### src/rtl/alu_addsub_driver_pkg.sv
// alu_addsub_driver_pkg: ALU function codes, driver FSM states and opcode legality helper
package alu_addsub_driver_pkg;
  localparam logic [3:0] FUNC_ADD = 4'b0000;
  localparam logic [3:0] FUNC_SUB = 4'b0001;
  typedef enum logic [1:0] {IDLE = 2'd0, EXEC = 2'd1, RESP = 2'd2} state_t;
  function automatic logic is_legal(input logic [3:0] op);
    return op == FUNC_ADD || op == FUNC_SUB;
  endfunction
endpackage

### src/rtl/alu_addsub_driver.sv
// alu_addsub_driver: registers add/sub commands into the ALU and returns its result over valid/ready
module alu_addsub_driver
  import alu_addsub_driver_pkg::*;
#(
  parameter int data_width  = 16,
  parameter int count_width = 8
) (
  input  logic                   clk,
  input  logic                   reset_n,
  input  logic                   req_valid,
  output logic                   req_ready,
  input  logic [3:0]             req_op,
  input  logic [data_width-1:0]  req_a,
  input  logic [data_width-1:0]  req_b,
  output logic [data_width-1:0]  alu_operand1,
  output logic [data_width-1:0]  alu_operand2,
  output logic [3:0]             alu_opCode,
  input  logic [data_width-1:0]  alu_result,
  input  logic                   alu_isOverflow,
  output logic                   rsp_valid,
  input  logic                   rsp_ready,
  output logic [data_width-1:0]  rsp_result,
  output logic                   rsp_overflow,
  output logic                   rsp_illegal,
  input  logic                   clr_sticky,
  output logic                   sticky_ovf,
  output logic [count_width-1:0] op_count
);
  state_t state, next_state;
  logic accept, legal;
  assign accept = req_valid && req_ready;
  assign legal  = is_legal(alu_opCode);
  always_ff @(posedge clk or negedge reset_n)
    if (!reset_n) state <= IDLE;
    else state <= next_state;
  always_comb
    next_state = state == IDLE ? (accept ? EXEC : IDLE) :
                 state == EXEC ? RESP :
                 state == RESP ? (rsp_ready ? (req_valid ? EXEC : IDLE) : RESP) : IDLE;
  always_comb begin
    req_ready = state == IDLE || (state == RESP && rsp_ready);
    rsp_valid = state == RESP;
  end
  // Capture happens on the single EXEC edge; the ALU has had a full cycle to settle on alu_*.
  always_ff @(posedge clk or negedge reset_n)
    if (!reset_n) begin
      alu_operand1 <= '0;
      alu_operand2 <= '0;
      alu_opCode   <= '0;
      rsp_result   <= '0;
      rsp_overflow <= 1'b0;
      rsp_illegal  <= 1'b0;
      sticky_ovf   <= 1'b0;
      op_count     <= '0;
    end else begin
      if (accept) begin
        alu_operand1 <= req_a;
        alu_operand2 <= req_b;
        alu_opCode   <= req_op;
      end
      if (state == EXEC) begin
        rsp_result   <= legal ? alu_result : '0;
        rsp_overflow <= legal && alu_isOverflow;
        rsp_illegal  <= !legal;
      end
      if (rsp_valid && rsp_ready) op_count <= op_count + count_width'(1);
      sticky_ovf <= (state == EXEC && legal && alu_isOverflow) || (sticky_ovf && !clr_sticky);
    end
endmodule

### config.mk
export PLATFORM = sky130hd
export DESIGN_NAME = alu_addsub_driver
export DESIGN_NICKNAME = d
export VERILOG_FILES = /design/src/rtl/alu_addsub_driver_pkg.sv /design/src/rtl/alu_addsub_driver.sv
export SDC_FILE = /design/constraint.sdc
export NUM_CORES = 1
export LEC_CHECK = 0
export ABC_AREA = 0
export BUFFER_PORTS_ARGS = -buffer_cell sky130_fd_sc_hd__buf_2
export CAP_MARGIN = 20
export CORE_MARGIN = 4
export CORE_UTILIZATION = 49
export DETAILED_ROUTE_END_ITERATION = 6
export GPL_ROUTABILITY_DRIVEN = 0
export PLACE_DENSITY = 0.85
export SLEW_MARGIN = 20
export SYNTH_ARGS = -nofsm -noshare
export SYNTH_HDL_FRONTEND = slang
export SYNTH_SLANG_ARGS = --single-unit
### constraint.sdc
create_clock -name clk -period 4.75 [get_ports clk]
set_clock_uncertainty 0.15 [all_clocks]
set_input_delay 0.95 -clock clk [delete_from_list [all_inputs] [get_ports clk]]
set_output_delay 0.95 -clock clk [all_outputs]
set_load 0.01 [all_outputs]
==> impl_metrics.toml <==
[status]
status = "finished, final reports clean"

[cells_and_area]
layout.cells.non_filler = 358
mostFrequentLayoutCells = "buf_2, dfrtp_1, mux2_2"
syn_to_final_growth_pct = 33.0
fin_util_pct = 68.5
layout-drive-gt1-share_pct = 60.8
final_common_cell = "buf_2"
nets = 346
fillers = 405
design_area_um2 = 3300
antennaDiodeCount = 0

[yosys]
syn-cell-area_um2 = 2480
yosys_warnings = 0
synthCells = 158
ys_seq_area_share_pct = 65.6
synth_cell_types = 25
syn-mean-instance-area_um2 = 15.7
ys_ff_latch = 65
synthesis.nets = 217

[drt]
drc = 0
avgRoutedWirePerCell_um = 15.3
ant_nets = 0
drtIter0Drc = 76
viasPerCell = 4.92
drt_pass1_iterations = 4
routed_wl_um = 5480
vias = 1762

[sta]
max_slew_margin_pct = 34.0
rsz0062_at_grt = "no"
worst_pin_slew_ns = 0.982
setup_viol = 0
hold_violations = 0
slew_violations = 0
tns_ns = 0
final.min_clock_period_ns = 2.53
fmax_mhz = 395
min_period_over_period_pct = 53.4

[setup_path]
start_kind = "input port"
path_max_fanout = 3
arrival_ns = 1.43
rrSetupSlack_ns = 2.35
reg2reg_depth = 3
required_ns = 3.65
r2r_end = "rsp_result[1]$_DFFE_PN0N_"
crit_type = "in2out"
cp-end-kind = "output pin"
r2r_start = "state[1]$_DFF_PN0_"

[place]
port_buffers = 122
dpl_cell_area_um2 = 3140
place_inst = 343
hpwl_um = 4080

[clock_network]
numCtsBuffers = 9
cts_max_level = 3
cts-root-buf = "clkbuf_8"
cts_setup_buffers = 0
clk_latency_ns = 0.32
cts_tree = "done"
cts_buffer_depth = 2
post_cts_resized = 0
cts_sinks = 65
clkTransAtPathRegs_ns = 0.06
postCtsHoldBufs = 0

[grt]
grt_overflow = 0
grt_max_degree = 66
grt_use_total_pct = 19.1
grt_pass1_vias = 1915
antenna_found_initial = 0
grt_first_pass_wirelength_um = 9170

[power]
cellLeakagePower_nw = 1.73
ir_drop_uv = 330
power_density_nw_per_um2 = 479

[floorplanning]
core-area_um2 = 4820
die_x_um = 79.2
fp.dieArea_um2 = 6270
initial_core_util_pct = 51.5
num_io_pins = 123
die_h_um = 79.2
rows = 25

[min_path]
hp-class = "reg2reg"
hold_start = "op_count[7]$_DFFE_PN0P_"
hold_path_depth = 1
hold_end = "op_count[7]$_DFFE_PN0P_"

[flow_run]
timing.max_cap.violations = 0
## routing by layer
layer	global-route usage (%)	wire, µm	part of all wire, %	vias to the layer above
met5	0	0	0	-
met4	9.45	112	2.0	0
met3	6.46	464	8.5	11
met2	30.6	2640	48	77
met1	23.1	2270	41	852
li1	-	-	-	822
## Yosys cell counts
| master | instances | share of area [%] |
|---|---|---|
| a21bo_2 | 1 | 0.40 |
| buf_2 | 2 | 0.40 |
| a211oi_4 | 1 | 0.81 |
| a21oi_1 | 2 | 0.40 |
| a22o_1 | 18 | 6.4 |
| nor4_1 | 1 | 0.25 |
| nor2_1 | 2 | 0.30 |
| nand3_1 | 1 | 0.20 |
| nand2_1 | 2 | 0.30 |
| nand4b_1 | 1 | 0.35 |
| mux2_2 | 36 | 16 |
| ha_1 | 1 | 0.50 |
| dfrtp_1 | 65 | 66 |
| nand4_1 | 1 | 0.25 |
| mux2_1 | 1 | 0.45 |
| buf_6 | 3 | 1.4 |
| buf_4 | 1 | 0.30 |
| nor3_1 | 2 | 0.40 |
| nor4_4 | 1 | 0.86 |
| nor2b_1 | 1 | 0.25 |
| xor2_1 | 4 | 1.4 |
| xnor2_1 | 3 | 1.1 |
| inv_1 | 6 | 0.91 |
| nand3b_1 | 1 | 0.30 |
| nand2b_1 | 1 | 0.25 |
## sequential cells by signal, summed over array words and instances (netlist names)
register      cells
op_count          8
alu_opCode        4
rsp_overflow      1
alu_operand1     16
rsp_illegal       1
alu_operand2     16
rsp_result       16
sticky_ovf        1
state             2
## worst max-delay path, cell delays in order
cell	delay (ns)
buf_2	0.10
inv_1	0.09
a21oi_1	0.16
buf_2	0.15
## area by class of cell
type	instances	area (µm²)	area share (%)
Clock buffer	11	141	4.28
Tap cell	67	83.8	2.54
Inverter	6	22.5	0.682
Timing Repair Buffer	124	626	19.0
Clock inverter	4	20.0	0.607
Sequential cell	65	1630	49.3
Multi-Input combinational cell	81	781	23.7
## worst max-delay path by stage
stage                             startpoint                            to  slack (ns)
after floorplan                    rsp_ready                     req_ready        2.40
after global placement             rsp_ready     alu_opCode[0]$_DFFE_PN0P_        1.98
after detailed placement           rsp_ready  alu_operand1[13]$_DFFE_PN0P_        1.93
after CTS                          rsp_ready                     req_ready        2.20
after global routing      state[1]$_DFF_PN0_     rsp_result[1]$_DFFE_PN0N_        2.11
final                              rsp_ready                     req_ready        2.22
## stage by stage
| stage | hold WS, ns | setup WS (ns) | total power, W |
|---|---|---|---|
| 4_1_cts | 0.319 | 2.20 | 0.00160 |
| 3_5_place_dp | 0.306 | 1.93 | 0.00121 |
| 3_3_place_gp | 0.303 | 1.98 | 0.00119 |
| 5_1_grt | 0.349 | 2.11 | 0.00168 |
| 2_1_floorplan | 0.354 | 2.40 | 0.00101 |
| 6_report | 0.312 | 2.22 | 0.00158 |
## where the power goes
group	internal, W	leakage [nW]	total, W	switching (W)
registers	0.000682	0.802	0.000770	0.0000883
logic	0.000217	0.836	0.000423	0.000206
clock network	0.000197	0.0887	0.000388	0.000191
total	0.00110	1.73	0.00158	0.000485
## cells by family after synthesis
logic type                 synth area share (%)
AOI/OAI and AO/OA                          7.97
xor gates and xnor gates                   2.47
adders and majority gates                 0.504
buffers and inverters                      2.98
DFF                                        65.6
muxes                                      16.8
and+or+nand+nor                            3.73
(Power assumes the default switching activity.)
